`config.mk`:
```
export PLATFORM = sky130hd
export DESIGN_NAME = chip8_sprite_draw
export DESIGN_NICKNAME = d
export VERILOG_FILES = /design/src/rtl/chip8_sprite_draw.sv
export SDC_FILE = /design/constraint.sdc
export NUM_CORES = 1
export LEC_CHECK = 0
export ABC_AREA = 1
export CAP_MARGIN = 20
export CORE_UTILIZATION = 39
export CTS_BUF_LIST = sky130_fd_sc_hd__clkbuf_8
export CTS_CLUSTER_DIAMETER = 40
export DETAILED_ROUTE_END_ITERATION = 16
export GPL_ROUTABILITY_DRIVEN = 0
export PLACE_DENSITY = 0.73
export SYNTH_ARGS = -nofsm -noshare
export SYNTH_HDL_FRONTEND = slang
export SYNTH_SLANG_ARGS = --single-unit
```
`constraint.sdc`:
```
create_clock -name clk -period 2.1 [get_ports clk]
set_clock_uncertainty 0.05 [all_clocks]
set_input_delay 0.42 -clock clk [delete_from_list [all_inputs] [get_ports clk]]
set_output_delay 0.42 -clock clk [all_outputs]
set_load 0.1 [all_outputs]
```
`src/rtl/chip8_sprite_draw.sv`:
```
// CHIP-8 DXYN engine: reads N sprite rows from program RAM and XORs them into the 64x32 framebuffer.
// Define SPRITE_WRAP_EN to wrap sprites around the screen edges instead of clipping them.
`timescale 1ns/1ps
module chip8_sprite_draw #(
    parameter int FB_RD_LAT = 1
) (
    input  logic        clk,
    input  logic        reset_n,
    input  logic        start,
    input  logic [7:0]  x,
    input  logic [7:0]  y,
    input  logic [3:0]  n,
    input  logic [11:0] i_addr,
    output logic [11:0] mem_addr,
    input  logic [7:0]  mem_dout,
    output logic [7:0]  fb_addr,
    input  logic [7:0]  fb_rdata,
    output logic [7:0]  fb_wdata,
    output logic        fb_we,
    output logic        busy,
    output logic        done,
    output logic        collision
);

    generate
        if (FB_RD_LAT != 1) begin : g_fb_lat_check
            $error("chip8_sprite_draw: only FB_RD_LAT=1 is supported");
        end
    endgenerate

    typedef enum logic [2:0] {
        IDLE,
        SPR_ADDR,
        SPR_DATA,
        WR_L,
        RD_R,
        WR_R,
        DONE
    } state_t;

    function automatic logic [7:0] fb_byte_addr(input logic [4:0] r, input logic [2:0] c);
        return {r, c};
    endfunction

    function automatic logic [15:0] align_sprite(input logic [7:0] s, input logic [2:0] shift);
        return {s, 8'h00} >> shift;
    endfunction

    function automatic logic pixel_hit(input logic [7:0] old_byte, input logic [7:0] spr_byte);
        return |(old_byte & spr_byte);
    endfunction

    state_t      state, state_nx;
    logic [4:0]  row;
    logic [4:0]  row_nx;
    logic        coll_r;
    logic        accept;
    logic        row_adv;
    logic        last_row;
    logic        right_on;

    logic [5:0]  x0;
    logic [4:0]  y0;
    logic [11:0] base;
    logic [3:0]  rows;
    logic [7:0]  spr;

    logic [15:0] sh;
    logic [4:0]  row_y;
    logic [2:0]  col_l;
    logic [2:0]  col_r;

    logic        unused_bits;
    assign unused_bits = &{1'b0, x[7:6], y[7:5]};

    assign sh     = align_sprite(spr, x0[2:0]);
    assign row_y  = y0 + row;
    assign col_l  = x0[5:3];
    assign col_r  = x0[5:3] + 3'd1;
    assign row_nx = row + 5'd1;

    // Row-end decision is folded into the last write state, so it costs no cycle.
`ifdef SPRITE_WRAP_EN
    assign last_row = (row_nx == {1'b0, rows});
    assign right_on = (x0[2:0] != 3'd0);
`else
    assign last_row = (row_nx == {1'b0, rows}) || (({1'b0, y0} + {1'b0, row_nx}) >= 6'd32);
    assign right_on = (x0[2:0] != 3'd0) && (x0[5:3] != 3'd7);
`endif

    always_comb begin
        state_nx = state;
        accept   = 1'b0;
        row_adv  = 1'b0;
        case (state)
            IDLE, DONE: begin
                if (start) begin
                    accept   = 1'b1;
                    state_nx = (n == 4'd0) ? DONE : SPR_ADDR;
                end else begin
                    state_nx = IDLE;
                end
            end
            SPR_ADDR: state_nx = SPR_DATA;
            SPR_DATA: state_nx = WR_L;
            WR_L: begin
                if (right_on) begin
                    state_nx = RD_R;
                end else begin
                    row_adv  = 1'b1;
                    state_nx = last_row ? DONE : SPR_ADDR;
                end
            end
            RD_R: state_nx = WR_R;
            WR_R: begin
                row_adv  = 1'b1;
                state_nx = last_row ? DONE : SPR_ADDR;
            end
            default: state_nx = IDLE;
        endcase
    end

    always_comb begin
        mem_addr = 12'd0;
        fb_addr  = 8'd0;
        fb_wdata = 8'd0;
        fb_we    = 1'b0;
        case (state)
            SPR_ADDR: mem_addr = base + {7'd0, row};
            SPR_DATA: fb_addr  = fb_byte_addr(row_y, col_l);
            WR_L: begin
                fb_addr  = fb_byte_addr(row_y, col_l);
                fb_wdata = fb_rdata ^ sh[15:8];
                fb_we    = 1'b1;
            end
            RD_R: fb_addr = fb_byte_addr(row_y, col_r);
            WR_R: begin
                fb_addr  = fb_byte_addr(row_y, col_r);
                fb_wdata = fb_rdata ^ sh[7:0];
                fb_we    = 1'b1;
            end
            default: ;
        endcase
    end

    assign busy      = (state != IDLE) && (state != DONE);
    assign done      = (state == DONE);
    assign collision = coll_r;

    always_ff @(posedge clk or negedge reset_n) begin
        if (!reset_n) begin
            state  <= IDLE;
            row    <= 5'd0;
            coll_r <= 1'b0;
        end else begin
            state <= state_nx;
            if (accept) begin
                row    <= 5'd0;
                coll_r <= 1'b0;
            end else begin
                if (row_adv) begin
                    row <= row_nx;
                end
                if (state == WR_L) begin
                    coll_r <= coll_r | pixel_hit(fb_rdata, sh[15:8]);
                end else if (state == WR_R) begin
                    coll_r <= coll_r | pixel_hit(fb_rdata, sh[7:0]);
                end
            end
        end
    end

    // Draw parameters and the fetched sprite row; only meaningful while busy.
    always_ff @(posedge clk) begin
        if (accept) begin
            x0   <= x[5:0];
            y0   <= y[4:0];
            base <= i_addr;
            rows <= n;
        end
        if (state == SPR_DATA) begin
            spr <= mem_dout;
        end
    end

endmodule

```
==> run metrics <==
fin worst setup slack=-0.7503 ns; r2r setup slk=-0.56 ns; root buf cell=clkbuf_8; Syn Nets=446; CTS tree=done; reg2reg start=x0[0]$_DFFE_PP_; clock latency at the later pin of the worst-skew pair=0.30 ns; Critical Path Fanout Max=3; area leader, netlist=edfxtp_1; critical path class=reg -> out; Port Buffer Count=77; failing checks=setup timing; startpoint types=register; CORE AREA=7408 um2; Routed wire per std cell=22.21 um; Hold-fix buffers, CTS=0; RSZ-0062 raised after global routing=yes; Die Width=90.46 um; worst r2r dst=collision$_DFFE_PN0P_; outcome=complete, but fails checks; placed cell count=586; Pre-antenna DRT Iters=6; ranking of synthesized cells by area=edfxtp_1, nand2_1, dfrtp_1; final setup vio count=31; fin nets=629; Final Hold Vio Count=0; # IOs=83; Leakage=2.627 nW; relative slew slack=67.59%; Data arrival, critical path=2.38 ns; Max clock buf depth=2; CTS Sinks=44; Post-route DRC=0; Synth top area share=34.44%; Critical Path RT=1.63 ns; Site Rows=31; worst vdd ir=1111 uV; initial antenna violation count=0; Diodes inserted=0; Power per Cell Area=1548 nW/um2; ANT nets after route=0; clk slew on worst S/H paths=0.08 ns; register bit total from synthesis=44; number of global-route vias before repair=3716; Cells after Synth=375; Netlist cell types=36; non-filler cells, final=658; largest net degree at the start of global routing=25; Syn Area/Cell=8.138 um2; DRT Wirelength=14610 um; grt total ovfl=0; Max Slew Vio Count=0; CTS Buf Count=5; Hold Crit Class=in -> async; Area growth syn-to-layout=112.5%; Die ar.=8182 um2; hpwl dp=6756 um; Crit. End Element=primary output; Mapped Area=3052 um2; layout cells sized above 1=61.00%; commonest non-fill, non-tap cell in the layout=buf_4; total power=10.04 mW; synth warn=0; FF-to-FF path depth=19; dpl ws=-0.4308 ns; Starting Density=41.19%; min cycle time layout=2.850 ns; Die Span Y=90.46 um; fillcell total=319; register area share after synthesis=41.82%; H-Tree Depth=2; Worst-Margin Slew=0.4846 ns; commonest non-fill, non-tap cells in the layout=buf_4, clkdlybuf4s50_1, buf_12; GRT Util Overall=27.33%; 1st-iter DRT viols=314; Final Cycle Share=135.7%; max-cap violation count=0; DR vias=3890; maximum clock frequency=350.8 MHz; first-pass GRT wire length=17780 um; Final Util=87.55%; vias per inst=5.912
power by group:
part	internal, mW	switching (mW)
combinational	3.08	4.78
sequential	1.23	0.253
clock	0.389	0.297
total	4.70	5.33
per-stage QoR:
step           instance area [um2]  TNS [ns]  hold WS, ns
2_1_floorplan                 3502    -4.937      0.07441
6_report                      6486    -12.78       0.3880
3_5_place_dp                  4997    -3.310       0.4954
4_1_cts                       5843    -9.243       0.3949
3_3_place_gp                  4997    -2.540       0.4894
5_1_grt                       6486    -14.69       0.4259
how the worst max path moves through the flow:
stage                       start           end  slack (ns)  cells past startpoint
2_1_floorplan  row[0]$_DFFE_PN0P_  mem_addr[10]       -0.54                     12
3_3_place_gp    base[0]$_DFFE_PP_   mem_addr[8]       -0.36                     13
3_5_place_dp    base[0]$_DFFE_PP_   mem_addr[8]       -0.43                     13
4_1_cts         base[0]$_DFFE_PP_  mem_addr[10]       -0.66                     13
5_1_grt         base[0]$_DFFE_PP_  mem_addr[10]       -0.81                     13
6_report       row[0]$_DFFE_PN0P_  mem_addr[10]       -0.75                     13
final cells by class:
cell class / count / area, um2 / area share (%)
Clock buffer: 6 / 82.58 / 1.273
Clock inverter: 2 / 38.79 / 0.5980
Inverter: 40 / 171.4 / 2.643
Multi-Input combinational cell: 285 / 2721 / 41.96
Sequential cell: 44 / 1282 / 19.77
Tap cell: 99 / 123.9 / 1.910
Timing Repair Buffer: 182 / 2066 / 31.85
cells in the mapped netlist:
| master | n |
|---|---|
| nor3b_1 | 1 |
| buf_2 | 4 |
| xnor2_1 | 4 |
| o31ai_2 | 2 |
| or2_2 | 2 |
| nand3b_1 | 2 |
| o31ai_1 | 1 |
| a21oi_1 | 25 |
| o21ai_1 | 5 |
| nand4_1 | 13 |
| ha_1 | 18 |
| o22ai_1 | 2 |
| buf_6 | 2 |
| a21oi_2 | 1 |
| a22o_1 | 2 |
| edfxtp_1 | 35 |
| o211a_1 | 1 |
| nand2_2 | 3 |
| buf_4 | 1 |
| nor4_1 | 1 |
| o21ai_0 | 17 |
| inv_1 | 33 |
| a31oi_2 | 1 |
| fa_1 | 2 |
| xor2_1 | 6 |
| a31oi_1 | 1 |
| a21boi_1 | 1 |
| dfrtp_1 | 9 |
| nand2_1 | 87 |
| nor3_4 | 1 |
| nor2_4 | 2 |
| nor2_1 | 40 |
| o21ai_2 | 2 |
| inv_2 | 7 |
| nor3_1 | 2 |
| nand3_1 | 39 |
registers in the layout (all words and copies together), names as in the netlist:
signal,count
base,12
row,5
spr,8
rows,4
y0,5
state,3
collision,1
x0,6
timing repair:
item,in CTS,in global routing
pin swaps,45,66
buffers inserted,40,40
cloned,2,0
gates resized for setup,106,105
endpoints found under the setup margin,29,31
critical path: stages (launching register included):
cell and delay (ns):
dfrtp_2 0.44, ha_4 0.18, fa_2 0.35, nand2_2 0.08
inv_2 0.05, o21ai_2 0.12, nand2_2 0.09, nand2_2 0.08
a21oi_4 0.08, nand2_4 0.11, nor2_4 0.06, a21oi_4 0.20
nor2_4 0.08, buf_12 0.17
cell families (layout without fill, tap and decap cells):
group | after synthesis | count (layout) | share of synthesized area, %
simple gates | 193 | 194 | 28.25
compound gates | 61 | 61 | 11.81
buf+inv | 47 | 230 | 6.560
flops | 44 | 44 | 41.82
fa+ha+maj | 20 | 20 | 8.692
xor+xnor | 10 | 10 | 2.870
per-layer routing:
metal | track usage [%] | vias to the layer above | wire length, um | part of all wire (%)
li1 | - | 1656 | - | -
met1 | 27.86 | 1849 | 4862 | 33
met2 | 52.10 | 268 | 7488 | 51
met3 | 4.798 | 117 | 994 | 6.8
met4 | 15.32 | 0 | 1270 | 8.7
met5 | 0 | - | 0 | 0
Note: power is estimated with default switching activity, not from simulation.
